### src/rtl/axis_mash11_dsm.sv
// ---------------------------------------------------------------------------
// axis_mash11_dsm
//
// Second-order MASH 1-1 delta-sigma modulator. PCM samples arrive over
// AXI-Stream and each one is held for osr+1 modulator steps. Two cascaded
// first-order error-feedback accumulators run on every step. Their carries
// are combined into a 3-bit noise-shaped code in the range -1..+2.
//
// Ports:
//   aclk                system clock, rising edge
//   arst                asynchronous reset, active high
//   osr                 hold interval minus one, sampled at reload ticks
//   s_axis_data_tdata   signed PCM sample
//   s_axis_data_tvalid  sample valid
//   s_axis_data_tready  pend register empty, or being emptied this cycle
//   m_axis_data_tdata   signed modulator code (-1..+2)
//   m_axis_data_tvalid  high on every cycle that carries a code
//   underrun            sticky: a reload tick found no pending sample
// ---------------------------------------------------------------------------
module axis_mash11_dsm #(
    parameter int WIDTH = 16,
    parameter int OSR_W = 8
) (
    input  logic             aclk,
    input  logic             arst,
    input  logic [OSR_W-1:0] osr,
    input  logic [WIDTH-1:0] s_axis_data_tdata,
    input  logic             s_axis_data_tvalid,
    output logic             s_axis_data_tready,
    output logic [2:0]       m_axis_data_tdata,
    output logic             m_axis_data_tvalid,
    output logic             underrun
);

    // Input buffering and hold-interval control
    logic [WIDTH-1:0] pend_q, pend_d;
    logic             pend_valid_q, pend_valid_d;
    logic [WIDTH-1:0] x_cur_q, x_cur_d;
    logic [OSR_W-1:0] cnt_q, cnt_d;
    logic             running_q, running_d;
    logic             underrun_q, underrun_d;

    // Modulator state
    logic [WIDTH-1:0] acc1_q, acc1_d;
    logic [WIDTH-1:0] acc2_q, acc2_d;
    logic             c2_d_q, c2_d_d;
    logic [2:0]       tdata_q, tdata_d;
    logic             tvalid_q, tvalid_d;

    logic             reload;
    logic             hs;
    logic [WIDTH-1:0] xu;
    logic [WIDTH:0]   sum1;
    logic [WIDTH:0]   sum2;
    logic [2:0]       y;

    // Before the first sample arrives, the reload is triggered by the pend
    // register filling up. After that, the hold counter paces reloads.
    assign reload             = running_q ? (cnt_q == '0) : pend_valid_q;
    assign s_axis_data_tready = !pend_valid_q || reload;
    assign hs                 = s_axis_data_tvalid && s_axis_data_tready;

    // Flipping the sign bit maps signed -2^(W-1)..2^(W-1)-1 onto 0..2^W-1.
    assign xu   = {~x_cur_q[WIDTH-1], x_cur_q[WIDTH-2:0]};
    assign sum1 = {1'b0, acc1_q} + {1'b0, xu};
    // Stage 2 integrates the updated stage-1 residue, not the old acc1.
    assign sum2 = {1'b0, acc2_q} + {1'b0, sum1[WIDTH-1:0]};
    // y = c1 + c2 - c2(prev). This is evaluated modulo 8, so -1 wraps to 3'b111.
    assign y    = {2'b00, sum1[WIDTH]} + {2'b00, sum2[WIDTH]} - {2'b00, c2_d_q};

    always_comb begin
        pend_d       = pend_q;
        pend_valid_d = pend_valid_q;
        x_cur_d      = x_cur_q;
        cnt_d        = cnt_q;
        running_d    = running_q;
        underrun_d   = underrun_q;

        if (hs) begin
            pend_d       = s_axis_data_tdata;
            pend_valid_d = 1'b1;
        end

        if (reload) begin
            cnt_d     = osr;
            running_d = 1'b1;
            if (pend_valid_q) begin
                x_cur_d = pend_q;
                // A same-cycle handshake refills pend, so it stays valid.
                if (!hs) pend_valid_d = 1'b0;
            end else begin
                underrun_d = 1'b1;
            end
        end else if (running_q) begin
            cnt_d = cnt_q - OSR_W'(1);
        end
    end

    always_comb begin
        acc1_d   = acc1_q;
        acc2_d   = acc2_q;
        c2_d_d   = c2_d_q;
        tdata_d  = 3'b000;
        tvalid_d = 1'b0;
        // The step in a reload cycle still sees the old x_cur.
        if (running_q) begin
            acc1_d   = sum1[WIDTH-1:0];
            acc2_d   = sum2[WIDTH-1:0];
            c2_d_d   = sum2[WIDTH];
            tdata_d  = y;
            tvalid_d = 1'b1;
        end
    end

    always_ff @(posedge aclk or posedge arst) begin
        if (arst) begin
            pend_q       <= '0;
            pend_valid_q <= 1'b0;
            x_cur_q      <= '0;
            cnt_q        <= '0;
            running_q    <= 1'b0;
            underrun_q   <= 1'b0;
            acc1_q       <= '0;
            acc2_q       <= '0;
            c2_d_q       <= 1'b0;
            tdata_q      <= 3'b000;
            tvalid_q     <= 1'b0;
        end else begin
            pend_q       <= pend_d;
            pend_valid_q <= pend_valid_d;
            x_cur_q      <= x_cur_d;
            cnt_q        <= cnt_d;
            running_q    <= running_d;
            underrun_q   <= underrun_d;
            acc1_q       <= acc1_d;
            acc2_q       <= acc2_d;
            c2_d_q       <= c2_d_d;
            tdata_q      <= tdata_d;
            tvalid_q     <= tvalid_d;
        end
    end

    assign m_axis_data_tdata  = tdata_q;
    assign m_axis_data_tvalid = tvalid_q;
    assign underrun           = underrun_q;

endmodule

### config.mk
export PLATFORM = sky130hd
export DESIGN_NAME = axis_mash11_dsm
export DESIGN_NICKNAME = d
export VERILOG_FILES = /design/src/rtl/axis_mash11_dsm.sv
export SDC_FILE = /design/constraint.sdc
export NUM_CORES = 1
export LEC_CHECK = 0
export ABC_AREA = 1
export BUFFER_PORTS_ARGS = -buffer_cell sky130_fd_sc_hd__buf_2
export CORE_UTILIZATION = 50
export DETAILED_ROUTE_END_ITERATION = 12
export PLACE_DENSITY = 0.68
export SLEW_MARGIN = 15
export SYNTH_ARGS = -nofsm -noshare
export SYNTH_HDL_FRONTEND = slang
export SYNTH_SLANG_ARGS = --single-unit
export TNS_END_PERCENT = 100
### constraint.sdc
create_clock -name aclk -period 9.3 [get_ports aclk]
set_input_delay 0.465 -clock aclk [delete_from_list [all_inputs] [get_ports aclk]]
set_output_delay 0.465 -clock aclk [all_outputs]
set_load 0.05 [all_outputs]
### After elaboration in Yosys (flattened, before gate mapping)

Index checks and enable logic that the tools add are counted.

| cells by class | value |
|---|---|
| $add $sub $neg | 5 |
| mux-type cells | 9 |
| bitwise operators | 2 |
| reductions and logical operators | 7 |

Operators by type and width:

| kind | number |
|---|---|
| 16-bit by 16-bit adder with 17-bit output | 2 |
| 8-bit 2-to-1 mux | 2 |
| 8-bit zero test | 1 |
| 8-bit by 1-bit subtractor with 8-bit output (second input constant) | 1 |
| 1-bit 2-to-1 mux | 6 |
| 2-bit AND reduction | 2 |
| 3-bit 2-to-1 mux | 1 |
| 2-bit by 1-bit subtractor with 3-bit output | 1 |
| 1-bit by 1-bit adder with 2-bit output | 1 |
| 1-bit NOT | 2 |
| 2-bit nonzero test | 1 |
| 1-bit logical AND | 1 |
| 1-bit zero test | 1 |
| 1-bit logical OR | 1 |

| storage, ports and cells | value |
|---|---|
| flip-flop bits (word level) | 80 |

### Depth between registers and ports, before layout

| depth | value |
|---|---|
| depth in word-level cells | 8 |
| mapped depth | 25 |
| depth with buffers taken out | 25 |

### Least setup slack after synthesis

Ideal clock, no wire load.

| timing | value |
|---|---|
| path kind | register to register |
| start point | reg x_cur_q[0] |
| end point | reg tdata_q[1] (netlist: m_axis_data_tdata[1]) |
| data arrival time | 3.078 ns |
| data required time | 9.170 ns |
| path slack | 6.092 ns |
| cell stages (with the launch flop) | 25 |
| buffers on the path | 0 |
| clock period less this slack | 3.208 ns |
| cells stage by stage | dfrtp_1 ha_1 inv_1 fa_1 inv_1 nand2_1 nand3_1 nand2_1 nand2_1 nand2_1 and2_1 ha_1 nand2_1 inv_1 a21oi_1 nor3_1 nor2_1 nand2_1 inv_1 ha_1 inv_1 ha_1 inv_1 ha_1 nor2_1 |

| on the way | value |
|---|---|
| word-level cells in the longest chain between the ends | 5 |

RTL lines:

| what | RTL line | RTL |
|---|---|---|
| from (decl) | 38 | `logic [WIDTH-1:0] x_cur_q, x_cur_d;` |
| from (signal assigned) | 131 | `x_cur_q <= x_cur_d;` |
| 16-bit by 16-bit adder with 17-bit output | 65 | `assign sum1 = {1'b0, acc1_q} + {1'b0, xu};` |
| via sum1[10] | 53 | `logic [WIDTH:0] sum1;` |
| 16-bit by 16-bit adder with 17-bit output | 67 | `assign sum2 = {1'b0, acc2_q} + {1'b0, sum1[WIDTH-1:0]};` |
| 1-bit by 1-bit adder with 2-bit output | 69 | `assign y = {2'b00, sum1[WIDTH]} + {2'b00, sum2[WIDTH]} - {2'b00, c2_d_q};` |
| 2-bit by 1-bit subtractor with 3-bit output | 69 |  |
| 3-bit 2-to-1 mux | 106 | `if (running_q) begin` |
| via tdata_d[1] | 47 | `logic [2:0] tdata_q, tdata_d;` |
| to (signal assigned) | 138 | `tdata_q <= tdata_d;` |
| to (decl) | 47 |  |

The timed path passes the listed nets, and every way through them passes these cells.
A chain may end at the register's enable or synchronous reset.

### Worst setup path in the final report

Same ends and word-level chain as after synthesis.

==> results.json <==
{
  "status": "complete, no violations",
  "wirelength_um": 10930,
  "path_buf_inv": 6,
  "dieArea_um2": 10750,
  "ctsResizeCount": 0,
  "grt_pass1_vias": 4533,
  "drive_gt1_frac": 0.08150,
  "synth_fp_nets": 804,
  "grt_antenna_before_repair": 0,
  "via_count": 4525,
  "ys_ff_latch": 80,
  "yosysUniqueCellTypes": 28,
  "fill_cells": 983,
  "slew_headroom": 0.3349,
  "dp_hpwl_um": 8190,
  "layout_common_cells": "nand2_1 (306), inv_1 (99), dfrtp_1 (80)",
  "place_area_um2": 5443,
  "layout.nets": 833,
  "dpl.cell_count": 890,
  "cts_buffers": 9,
  "postCtsSetupBuffers": 0,
  "gr-total-overflow": 0,
  "wl_per_cell_um": 12.06,
  "required_ps": 9610,
  "grt_pass1_wl_um": 20040,
  "crit_family": "adder cells",
  "cts_sinks": 80,
  "clock.fmax_mhz": 281.6,
  "rows": 36,
  "hold_path.class": "input pin to flip-flop",
  "routed_via_density": 4.994,
  "rsz0062_at_grt": "no",
  "rrSetupSlack_ps": 5750,
  "hold_depth": 3,
  "ys_warn_count": 0,
  "path_class": "flip-flop to flip-flop",
  "ff_latch_area_um2": 2002,
  "clockRootBuffer": "clkbuf_8",
  "route.detailed.drc": 0,
  "cp_data_arrival_time_ps": 3860,
  "ios": 33,
  "clk_latency_ps": 380,
  "crit_path_cell_trace": "ha_1 -> inv_1 -> fa_1 -> inv_1 -> nand2_1 -> nand3_1 -> nand2_1 -> nand2_1 -> nand2_1 -> and2_1 -> ha_1 -> nand2_1 -> inv_1 -> a21oi_1 -> nor3_1 -> nor2_1 -> nand2_1 -> inv_1 -> ha_1 -> inv_1 -> ha_1 -> inv_1 -> ha_1 -> nor2_1",
  "r2r_cells": 24,
  "startpoint_type": "flip-flop",
  "tightest_slew_ps": 997.7,
  "clk_pin_slew_ps": 90,
  "synth-seq-area-share": 0.3871,
  "port_buffers": 32,
  "crit_slowest_cell": "fa_1",
  "multi_input_area_um2": 2708,
  "rr_startpoint": "x_cur_q[0]$_DFFE_PP0P_",
  "cts_hold_buf": 0,
  "finalCritPeriodShare": 0.3819,
  "end_kind": "flip-flop",
  "die_h_um": 103.7,
  "crit_fanout": 5,
  "hold_viol": 0,
  "cts_tree": "yes",
  "grt_start_max_net_pins": 81,
  "grt_usage": 0.2297,
  "cap_violations": 0,
  "die_w_um": 103.7,
  "worst_r2r_endpoint": "m_axis_data_tdata[1]$_DFF_PP0_",
  "htree_levels": 3,
  "gp_routability_congestion": 0.8844,
  "finClkSkew_ps": 7.766,
  "drtIter0Drc": 226,
  "antennaDiodeCount": 0,
  "drt_pre_antenna_iters": 5,
  "core_um2": 9910,
  "setup_slack_ps": 5748,
  "setup_tns_ps": 0,
  "post-route-cell-area_um2": 5647,
  "syn_area_per_cell_um2": 6.998,
  "fin_cells": 906,
  "cts_buffer_depth": 2,
  "area_delta_synth_final_pct": 9.194,
  "postSynthCellCount": 739,
  "finalSetupViolations": 0,
  "hold_end": "pend_q[8]$_DFFE_PP0P_",
  "initial_core_util": 0.5218,
  "fin_crit_ps": 3552,
  "max_stage_delay_ps": 400,
  "antenna_left": 0,
  "synth_area_um2": 5171,
  "final_common_cell": "nand2_1",
  "pre_cts_slack_ps": 5780,
  "hp-start": "s_axis_data_tdata[8]",
  "slew_viol_final": 0
}
-- per-stage QoR --
step                hold slack [ps]  utilization
floorplan                     348.7            -
global placement              454.8       0.5492
detailed placement            460.2       0.5492
CTS                           290.5       0.5698
global route                  299.7       0.5698
finish                        308.5       0.5698
-- worst reg2reg max path, delay by kind of cell, from the launching register on --
kind	cells	cell delay (ps)
buffers and inverters	6	350
adders and majority gates	6	1510
DFF	1	370
and+or+nand+nor	11	1020
AOI/OAI and AO/OA	1	230
-- kinds of logic (layout without fill, tap and decap cells) --
family / Yosys count / in the layout / synth area share
buffers and inverters: 118 / 152 / 0.08928
AOI/OAI and AO/OA: 46 / 46 / 0.04863
DFF: 80 / 80 / 0.3871
xor gates and xnor gates: 14 / 14 / 0.02371
and+or+nand+nor: 443 / 443 / 0.3564
adders and majority gates: 38 / 38 / 0.09485
-- routing by layer --
metal	up-vias	share of wire	GRT usage
li1	2363	-	-
met1	2069	0.48	0.2838
met2	74	0.46	0.3888
met3	19	0.031	0.06293
met4	0	0.022	0.07449
met5	-	0	0
-- layout make-up --
type / instances / share of cell area
flip-flops and latches: 80 / 0.3545
well taps: 133 / 0.02947
inverters: 100 / 0.06670
repair buffers: 36 / 0.03368
multi-input cells: 541 / 0.4795
clock inverters: 6 / 0.01174
clock buffers: 10 / 0.02437
-- worst max-delay path by stage --
| stage | startpoint | endpoint | slack, ps | cells after the start |
|---|---|---|---|---|
| after detailed placement | x_cur_q[0]$_DFFE_PP0P_ | m_axis_data_tdata[1]$_DFF_PP0_ | 5780 | 24 |
| after global routing | x_cur_q[0]$_DFFE_PP0P_ | m_axis_data_tdata[1]$_DFF_PP0_ | 5410 | 24 |
| after CTS | x_cur_q[0]$_DFFE_PP0P_ | m_axis_data_tdata[1]$_DFF_PP0_ | 5760 | 24 |
| after floorplan | x_cur_q[0]$_DFFE_PP0P_ | m_axis_data_tdata[1]$_DFF_PP0_ | 6090 | 24 |
| final | x_cur_q[0]$_DFFE_PP0P_ | m_axis_data_tdata[1]$_DFF_PP0_ | 5750 | 24 |
| after global placement | x_cur_q[0]$_DFFE_PP0P_ | m_axis_data_tdata[1]$_DFF_PP0_ | 5890 | 24 |
-- registers in the layout (all words and copies together) (netlist names) --
name	count
pend_q	16
pend_valid_q	1
cnt_q	8
m_axis_data_tvalid	1
running_q	1
acc1_q	16
c2_d_q	1
underrun	1
x_cur_q	16
m_axis_data_tdata	3
acc2_q	16
-- synth_stat cells (all sizes together) --
| cell | instances | area, µm² |
|---|---|---|
| a21oi | 23 | 115.1 |
| and2 | 9 | 56.30 |
| buf | 11 | 60.06 |
| clkbuf | 7 | 26.28 |
| dfrtp | 80 | 2002 |
| fa | 2 | 40.04 |
| ha | 36 | 450.4 |
| inv | 100 | 375.4 |
| nand2 | 310 | 1189 |
| nand3 | 68 | 340.3 |
| nand3b | 5 | 37.54 |
| nand4 | 3 | 18.77 |
| nor2 | 38 | 147.6 |
| nor3 | 7 | 35.03 |
| o211ai | 2 | 15.01 |
| o21ai | 18 | 101.4 |
| o21bai | 1 | 7.510 |
| o22ai | 2 | 12.51 |
| or2 | 3 | 18.77 |
| xnor2 | 7 | 61.31 |
| xor2 | 7 | 61.31 |
Power is left out: the tool's default activity adds up to more than one toggle a clock period on the data nets, which glitch-free logic cannot reach.
